**src/rtl/alu_arbiter.sv**
```systemverilog
// Shared-ALU arbiter: round-robin access for NREQ requesters to one valid/ready ALU.
// Latency: accept at T, alu_valid at T+1, result at T+2 (nominal ALU), resp_valid at T+3.
// Backpressure: one op in flight; no new accept until the owner takes its result via resp_ready.

package cpu_types_pkg;

    // ALU operation select shared by requesters and the ALU itself.
    typedef enum logic [3:0] {
        ALU_ADD  = 4'd0,
        ALU_SUB  = 4'd1,
        ALU_SLL  = 4'd2,
        ALU_SLT  = 4'd3,
        ALU_SLTU = 4'd4,
        ALU_XOR  = 4'd5,
        ALU_SRL  = 4'd6,
        ALU_SRA  = 4'd7,
        ALU_OR   = 4'd8,
        ALU_AND  = 4'd9
    } alusel_e;

endpackage

// Round-robin owner of the single ALU; sequences the one-pulse start and returns results.
// Latency: 4 cycles accept-to-accept minimum; resp_valid three cycles after accept.
// Backpressure: RESP holds until the owning requester raises resp_ready; IDLE is the only accept point.
module alu_arbiter
    import cpu_types_pkg::*;
#(
    parameter int WIDTH   = 32,
    parameter int NREQ    = 2,
    parameter int TIMEOUT = 15
) (
    input  logic                    clk,
    input  logic                    rst,
    input  logic [NREQ-1:0]         req_valid,
    output logic [NREQ-1:0]         req_ready,
    input  logic [NREQ*WIDTH-1:0]   req_a,
    input  logic [NREQ*WIDTH-1:0]   req_b,
    input  alusel_e                 req_sel [NREQ],
    output logic [NREQ-1:0]         resp_valid,
    input  logic [NREQ-1:0]         resp_ready,
    output logic [WIDTH-1:0]        resp_data,
    output logic                    alu_valid,
    input  logic                    alu_ready,
    output logic [WIDTH-1:0]        alu_a,
    output logic [WIDTH-1:0]        alu_b,
    output alusel_e                 alu_sel,
    input  logic [WIDTH-1:0]        alu_result,
    output logic [$clog2(NREQ)-1:0] grant_id,
    output logic                    busy,
    output logic                    err
);

    localparam int IDW = $clog2(NREQ);
    localparam int WDW = $clog2(TIMEOUT + 1);

    // Returned in place of a result when the ALU never answers.
    localparam logic [WIDTH-1:0] HANG_DATA = WIDTH'(32'hDEADBEEF);

    localparam logic [1:0] ST_IDLE  = 2'd0;
    localparam logic [1:0] ST_ISSUE = 2'd1;
    localparam logic [1:0] ST_WAIT  = 2'd2;
    localparam logic [1:0] ST_RESP  = 2'd3;

    logic [1:0]       state;
    logic [1:0]       state_nxt;
    logic [IDW-1:0]   rr_ptr;
    logic [IDW-1:0]   gnt_idx;
    logic [IDW-1:0]   scan_idx;
    logic             gnt_found;
    logic             accept;
    logic [WIDTH-1:0] sel_a;
    logic [WIDTH-1:0] sel_b;
    alusel_e          sel_op;
    logic [WDW-1:0]   wd_cnt;
    logic             wd_fire;
    logic             alu_done;
    logic             resp_done;

    // Round-robin scan starting one past the last owner; first valid requester wins.
    always_comb begin
        gnt_found = 1'b0;
        gnt_idx   = '0;
        scan_idx  = rr_ptr;
        for (int k = 0; k < NREQ; k++) begin
            if (scan_idx == IDW'(NREQ - 1)) begin
                scan_idx = '0;
            end else begin
                scan_idx = scan_idx + IDW'(1);
            end
            if (!gnt_found && req_valid[scan_idx]) begin
                gnt_found = 1'b1;
                gnt_idx   = scan_idx;
            end
        end
    end

    // Operand slice of the requester being granted this cycle.
    always_comb begin
        sel_a  = '0;
        sel_b  = '0;
        sel_op = ALU_ADD;
        for (int i = 0; i < NREQ; i++) begin
            if (gnt_idx == IDW'(i)) begin
                sel_a  = req_a[i*WIDTH +: WIDTH];
                sel_b  = req_b[i*WIDTH +: WIDTH];
                sel_op = req_sel[i];
            end
        end
    end

    // Accept is blocked while rst is high so the reset view of req_ready is always zero.
    assign accept    = (state == ST_IDLE) && gnt_found && !rst;
    assign alu_done  = (state == ST_WAIT) && alu_ready;
    assign wd_fire   = (state == ST_WAIT) && !alu_ready && (wd_cnt == WDW'(TIMEOUT - 1));
    assign resp_done = (state == ST_RESP) && resp_ready[grant_id];

    // One-hot accept pulse to the winner, only while idle.
    always_comb begin
        req_ready = '0;
        if (accept) begin
            req_ready[gnt_idx] = 1'b1;
        end
    end

    // Result strobe routed to the current owner only.
    always_comb begin
        resp_valid = '0;
        if (state == ST_RESP) begin
            resp_valid[grant_id] = 1'b1;
        end
    end

    // ALU start is a single cycle by construction: ISSUE always advances to WAIT.
    assign alu_valid = (state == ST_ISSUE);
    assign busy      = (state != ST_IDLE);

    // Next-state selection for the accept/issue/wait/respond sequence.
    always_comb begin
        state_nxt = state;
        case (state)
            ST_IDLE:  if (accept)               state_nxt = ST_ISSUE;
            ST_ISSUE:                           state_nxt = ST_WAIT;
            ST_WAIT:  if (alu_done || wd_fire)  state_nxt = ST_RESP;
            ST_RESP:  if (resp_done)            state_nxt = ST_IDLE;
            default:                            state_nxt = ST_IDLE;
        endcase
    end

    // Control state: FSM, round-robin pointer, owner id and watchdog counter.
    always_ff @(posedge clk or posedge rst) begin
        if (rst) begin
            state    <= ST_IDLE;
            rr_ptr   <= IDW'(NREQ - 1);
            grant_id <= '0;
            wd_cnt   <= '0;
        end else begin
            state <= state_nxt;
            if (accept) begin
                rr_ptr   <= gnt_idx;
                grant_id <= gnt_idx;
            end
            if (state == ST_WAIT) begin
                wd_cnt <= wd_cnt + WDW'(1);
            end else begin
                wd_cnt <= '0;
            end
        end
    end

    // Datapath: operands latched at accept and held through WAIT; result captured once.
    always_ff @(posedge clk or posedge rst) begin
        if (rst) begin
            alu_a     <= '0;
            alu_b     <= '0;
            alu_sel   <= ALU_ADD;
            resp_data <= '0;
        end else begin
            if (accept) begin
                alu_a   <= sel_a;
                alu_b   <= sel_b;
                alu_sel <= sel_op;
            end
            if (alu_done) begin
                resp_data <= alu_result;
            end else if (wd_fire) begin
                resp_data <= HANG_DATA;
            end
        end
    end

    // Sticky hung-ALU flag; only reset clears it, later ops run normally.
    always_ff @(posedge clk or posedge rst) begin
        if (rst) begin
            err <= 1'b0;
        end else if (wd_fire) begin
            err <= 1'b1;
        end
    end

endmodule

```
**config.mk**
```make
export PLATFORM = sky130hd
export DESIGN_NAME = alu_arbiter
export DESIGN_NICKNAME = d
export VERILOG_FILES = /design/src/rtl/alu_arbiter.sv
export SDC_FILE = /design/constraint.sdc
export NUM_CORES = 1
export LEC_CHECK = 0
export CAP_MARGIN = 15
export CORE_ASPECT_RATIO = 2
export CORE_MARGIN = 4
export CORE_UTILIZATION = 40
export CTS_CLUSTER_SIZE = 10
export DETAILED_ROUTE_END_ITERATION = 8
export PLACE_DENSITY = 0.83
export SLEW_MARGIN = 20
export SYNTH_ARGS = -nofsm -noshare
export SYNTH_HDL_FRONTEND = slang
export SYNTH_SLANG_ARGS = --single-unit
```
**constraint.sdc**
```tcl
create_clock -name clk -period 5.83 [get_ports clk]
set_input_delay 1.166 -clock clk [delete_from_list [all_inputs] [get_ports clk]]
set_output_delay 1.166 -clock clk [all_outputs]
set_load 0.1 [all_outputs]
```
==> results of run 1 <==
## worst max path at each step
stage / end / slack, ns / from
finish: req_ready[1] / 2.27 / rst
global route: req_ready[1] / 2.21 / rst
CTS: req_ready[1] / 2.26 / rst
detailed placement: req_ready[1] / 2.27 / rst
global placement: req_ready[1] / 2.27 / rst
floorplan: alu_a[0]$_DFFE_PP0N_ / 1.79 / rst
## flip-flops by register name, summed over array words and instances, names as in the netlist
register	count
err	1
state	2
alu_a	32
grant_id	1
alu_b	32
alu_sel	4
resp_data	32
rr_ptr	1
wd_cnt	4
## cells in the mapped netlist
library cell and number:
o22a_1 24, nand2b_1 1, and2_4 1, nand3_1 1, nand4_2 1, nand2_1 2, ha_1 6, and3_1 1
xor2_1 1, dfstp_2 1, buf_2 13, inv_1 5, clkbuf_1 12, nor2b_4 1, dfrtp_1 108, o32a_1 1
a22o_1 76, xnor2_1 1, and2_1 5, nor2b_1 4, a41o_1 1, nand2_2 1, a21o_1 70, mux2_1 1
a221oi_4 1, mux2i_1 1, o21ai_2 1, buf_6 4, a21oi_2 1
## per-layer routing
layer	track usage (%)	share of wire, %	vias to the layer above
li1	-	-	1845
met1	22.7	34	2045
met2	42.3	54	221
met3	6.87	7.6	40
met4	10.8	4.5	0
met5	0	0	-
## kinds of logic after synthesis
logic type	Yosys count	share of synthesized area (%)
AOI/OAI and AO/OA	175	31.8
xor gates and xnor gates	2	0.381
buffers and inverters	34	3.78
DFF	109	59.3
muxes	2	0.462
adders and majority gates	6	1.63
and+or+nand+nor	18	2.66
## cell type report
cell class	count	area (um^2)	share of cell area, %
inverter	5	21.3	0.272
tap	142	178	2.27
clock buffer	9	225	2.88
timing repair buffer	286	2850	36.5
clock inverter	6	93.8	1.20
sequential	109	2730	34.9
multi-input combinational	203	1720	22.0
## stage by stage
step	hold WS (ns)	cells	instance area (um^2)	utilization [%]
2_1_floorplan	0.450	346	4600	-
3_3_place_gp	0.449	745	7490	66.4
3_5_place_dp	0.477	745	7490	66.4
4_1_cts	0.492	760	7810	69.2
5_1_grt	0.510	760	7810	69.2
6_report	0.490	760	7810	69.2
## worst max-delay path: stages
cell and delay [ns]:
clkdlybuf4s50_1 0.50, nor2b_4 0.19, nand2_1 0.11, a21oi_4 0.13
buf_4 0.30
==> reports/results.tsv, run 1 <==
stage	metric	value	unit
floorplanning	core area	11300	um^2
synthesis	Cell variety after synth	29	
clock_tree	total CTS buffers	9	
finish	ANT cells	0	
synthesis	Ys Warns	0	
clock_tree	clock root buffer master	clkbuf_16	
job	Max-Cap Viols	0	
placement	RePlAce Congestion	0.841	
floorplanning	overall die width	83.9	um
route	DRC viols	0	
critical_path	CP required	4.66	ns
synthesis	Yosys reg bits	109	
clock_tree	Hold Buf Count CTS	0	
finish	area delta synth->final	69.7	%
timing	Tcrit/Tclk final	61.1	%
timing	RSZ-0062 raised after global routing	no	
worst_hold_path	Tightest Hold Check Type	flip-flop to flip-flop	
clock_tree	CTS tree	done	
synthesis	sequential share of the synthesized area	59.3	%
synthesis	synthesized cell area	4600	um^2
finish	Final nets	795	
worst_hold_path	min-delay src	wd_cnt[0]$_DFF_PP0_	
placement	pre-CTS setup slack	2.27	ns
placement	IO buf count	282	
timing	min Tclk post-route	3.56	ns
synthesis	Synth area leaders	dfrtp_1 (59%), a22o_1 (14%), a21o_1 (11%)	
clock_tree	clock slew at reported path FFs	0.07	ns
floorplanning	Die ar.	13400	um^2
global_route	first-pass GRT wire length	24200	um
route	via/cell ratio	5.46	
critical_path	R2R depth	5	
clock_tree	htree depth	3	
synthesis	biggest area consumer among synthesized cells	dfrtp_1	
critical_path	Worst Setup End Kind	primary output	
placement	hpwl dp	11800	um
clock_tree	post-CTS setup buffer count	0	
timing	Final setup viols	0	
clock_tree	clock sink total	109	
clock_tree	clock latency on the worst-skew pair	0.34	ns
synthesis	Syn Nets	527	
critical_path	crit path kind	primary input to primary output	
timing	Setup TNS	0	ns
global_route	initial antenna violation count	0	
synthesis	top-area cell type share of the netlist area	58.7	%
synthesis	cell count after synthesis	346	
floorplanning	Die Y	160	um
timing	worst-margin pin slew	1.04	ns
route	DR pass1 iterations	4	
global_route	GRT Util Overall	22.8	%
route	final WL	15400	um
finish	fill cell count	846	
route	routed vias	4151	
timing	final clock skew	0.0118	ns
clock_tree	post-cts repair resize count	0	
finish	share of layout cells above drive strength 1	5.02	%
finish	most frequent cells in the layout	clkdlybuf4s50_1 (280), dfrtp_1 (108), a22o_1 (76)	
global_route	gr ovfl total	0	
synthesis	Avg Inst Size Synth	13.3	um^2
floorplanning	Starting Density	40.8	%
floorplanning	Rows	55	
worst_hold_path	hold path cells	1	
timing	Peak Freq	281	MHz
global_route	largest net degree at the start of global routing	76	
critical_path	RR Startpoint	state[0]$_DFFE_PP0P_	
clock_tree	CTS Buffer Depth	2	
timing	Final Worst Setup Slack	2.27	ns
critical_path	R2R Path End	resp_data[27]$_DFFE_PP0P_	
critical_path	top fanout value on the critical path	3	
worst_hold_path	Hold EP	wd_cnt[0]$_DFF_PP0_	
global_route	vias in the first global route	4660	
status	outcome	complete, no violations	
route	routed len/inst	20.2	um
timing	Hold Fails Final Rpt	0	
route	DR iter-0 viols	128	
floorplanning	I/O pins	283	
timing	Final Slew Violations	0	
finish	most common cell after layout, fill and taps aside	clkdlybuf4s50_1	
timing	relative slew slack	30.3	%
critical_path	flop2flop setup slack	3.41	ns
route	Antenna Nets Post-Route	0	
critical_path	crit start category	primary input	
critical_path	WP data arrival	2.40	ns
Power of run 1 is left out: the tool's default activity adds up to more than one toggle a clock period on the data nets, which glitch-free logic cannot reach.
==> inputs of run 2 (changes only) <==
--- a/config.mk
+++ b/config.mk
@@ -8,10 +8,10 @@
 export CAP_MARGIN = 15
 export CORE_ASPECT_RATIO = 2
 export CORE_MARGIN = 4
-export CORE_UTILIZATION = 40
+export CORE_UTILIZATION = 37
 export CTS_CLUSTER_SIZE = 10
 export DETAILED_ROUTE_END_ITERATION = 8
-export PLACE_DENSITY = 0.83
+export PLACE_DENSITY = 0.77
 export SLEW_MARGIN = 20
 export SYNTH_ARGS = -nofsm -noshare
 export SYNTH_HDL_FRONTEND = slang
==> constraint.sdc (replaced) <==
create_clock -name clk -period 3.6 [get_ports clk]
set_input_delay 0.72 -clock clk [delete_from_list [all_inputs] [get_ports clk]]
set_output_delay 0.72 -clock clk [all_outputs]
set_load 0.1 [all_outputs]
==> run 2 against run 1 <==
Compared with the run above: clock skew down 0.00095 ns; setup slack worse by 1.3 ns; count of clock-buffer cells in the layout unchanged; via count down 1.0%; register-to-register slack worse by 2.2 ns; critical endpoint is now grant_id; die area up 7.5%; cell count up 1.2%.
==> reports/results.tsv, run 2 (synthesized netlist as in run 1, its figures left out) <==
stage	metric	value	unit	change
critical_path	WP buf/inv	1		-1
global_route	largest net degree at the start of global routing	71		-6.6%
route	via/cell ratio	5.34		-2.2%
critical_path	critical path, cell by cell	clkdlybuf4s50_1		
global_route	vias in the first global route	4451		-4.5%
timing	Tcrit/Tclk final	74.2	%	
finish	share of layout cells above drive strength 1	6.43	%	+1.4 points
critical_path	Largest stage delay, worst path	1.18	ns	+0.68 ns
global_route	initial antenna violation count	0		unchanged
global_route	first-pass GRT wire length	23400	um	-3.2%
placement	placed insts	753		+1.1%
global_route	GRT Util Overall	20.8	%	-2.1 points
floorplanning	overall die width	86.9	um	+3.6%
worst_hold_path	Tightest Hold Check Type	flip-flop to flip-flop		
timing	Setup TNS	0	ns	unchanged
timing	worst-margin pin slew	1.04	ns	-0.00610 ns
critical_path	CP required	2.88	ns	-1.78 ns
clock_tree	htree depth	3		unchanged
finish	largest registers	alu_a x32, alu_b x32, resp_data x32		
route	DR iter-0 viols	118		-7.8%
route	DR pass1 iterations	4		unchanged
finish	Final nets	798		+0.38%
critical_path	crit start category	flip-flop		
worst_hold_path	min-delay src	err$_DFFE_PP0P_		
timing	Peak Freq	374	MHz	
placement	IO buf count	282		unchanged
placement	hpwl dp	11700	um	-1.2%
critical_path	Worst Setup End Kind	primary output		
critical_path	Top delay family on crit path	buffers and inverters		
critical_path	R2R depth	6		+1
clock_tree	clock sink total	109		unchanged
route	Antenna Nets Post-Route	0		unchanged
clock_tree	Hold Buf Count CTS	0		unchanged
critical_path	RR Startpoint	state[0]$_DFFE_PP0P_		
status	outcome	complete, no violations		
timing	RSZ-0062 raised after global routing	no		
clock_tree	clock slew at reported path FFs	0.07	ns	about the same
finish	Non-Filler Instances	769		+1.2%
timing	Final Slew Violations	0		unchanged
critical_path	WP data arrival	1.95	ns	-0.45 ns
critical_path	top fanout value on the critical path	5		+2
finish	most common cell after layout, fill and taps aside	clkdlybuf4s50_1		
worst_hold_path	Hold EP	err$_DFFE_PP0P_		
clock_tree	clock root buffer master	clkbuf_16		
timing	final clock skew	0.0109	ns	-0.000945 ns
route	routed vias	4109		-1.0%
floorplanning	Rows	57		+3.6%
clock_tree	clock latency on the worst-skew pair	0.34	ns	about the same
critical_path	R2R Path End	state[1]$_DFFE_PP0P_		
placement	RePlAce Congestion	0.768		-8.6%
critical_path	flop2flop setup slack	1.23	ns	-2.18 ns
worst_hold_path	hold path cells	1		unchanged
floorplanning	core area	12200	um^2	+8.1%
finish	area delta synth->final	70.4	%	
clock_tree	post-CTS setup buffer count	0		unchanged
finish	ANT cells	0		unchanged
route	final WL	15200	um	-1.4%
timing	min Tclk post-route	2.67	ns	
route	DRC viols	0		unchanged
clock_tree	CTS tree	done		
clock_tree	CTS Buffer Depth	2		unchanged
route	routed len/inst	19.7	um	-2.6%
timing	relative slew slack	30.7	%	+0.41 points
floorplanning	I/O pins	283		unchanged
floorplanning	Die Y	166	um	+3.8%
critical_path	crit path kind	flip-flop to primary output		
timing	Final Worst Setup Slack	0.929	ns	-1.34 ns
job	Max-Cap Viols	0		unchanged
timing	Final setup viols	0		unchanged
clock_tree	total CTS buffers	9		unchanged
global_route	gr ovfl total	0		unchanged
finish	most frequent cells in the layout	clkdlybuf4s50_1 (275), dfrtp_1 (108), a22o_1 (76)		
floorplanning	Die ar.	14400	um^2	+7.5%
timing	Hold Fails Final Rpt	0		unchanged
clock_tree	post-cts repair resize count	0		unchanged
floorplanning	Starting Density	37.8	%	-3.0 points
placement	pre-CTS setup slack	0.880	ns	-1.39 ns
critical_path	CP max-delay cell	clkdlybuf4s50_1		
## run 2: worst max-delay path by stage
stage / start / end / slack [ns] / cells past startpoint
2_1_floorplan: rst / alu_a[0]$_DFFE_PP0N_ / 0.008 / 1
3_3_place_gp: rst / alu_b[17]$_DFFE_PP0N_ / 0.98 / 6
3_5_place_dp: alu_ready / resp_data[0]$_DFFE_PP0P_ / 0.88 / 4
4_1_cts: grant_id$_DFFE_PP0N_ / grant_id / 0.90 / 1
5_1_grt: grant_id$_DFFE_PP0N_ / grant_id / 0.86 / 1
6_report: grant_id$_DFFE_PP0N_ / grant_id / 0.93 / 1
## run 2: stage by stage
stage / util [%] / instance area [um^2] / hold slack [ns]
4_1_cts: 64.3 / 7850 / 0.483
3_5_place_dp: 61.9 / 7550 / 0.463
5_1_grt: 64.3 / 7850 / 0.508
6_report: 64.3 / 7850 / 0.480
3_3_place_gp: 61.9 / 7550 / 0.449
2_1_floorplan: - / 4600 / 0.450
## run 2: final cells by class
class	count	area (um^2)
fill	963	4350
multi-input combinational	203	1720
timing repair buffer	289	2900
tap	147	184
inverter	5	21.3
sequential	109	2730
clock inverter	7	73.8
clock buffer	9	225
## run 2: per-layer routing
| metal | up-vias | wire length (um) | global-route usage (%) |
|---|---|---|---|
| met4 | 0 | 473 | 7.67 |
| met1 | 2035 | 5360 | 23.1 |
| met2 | 197 | 8190 | 37.3 |
| met3 | 26 | 1150 | 4.92 |
| li1 | 1851 | - | - |
| met5 | - | 0 | 0 |
Power of run 2 is left out for the same reason.
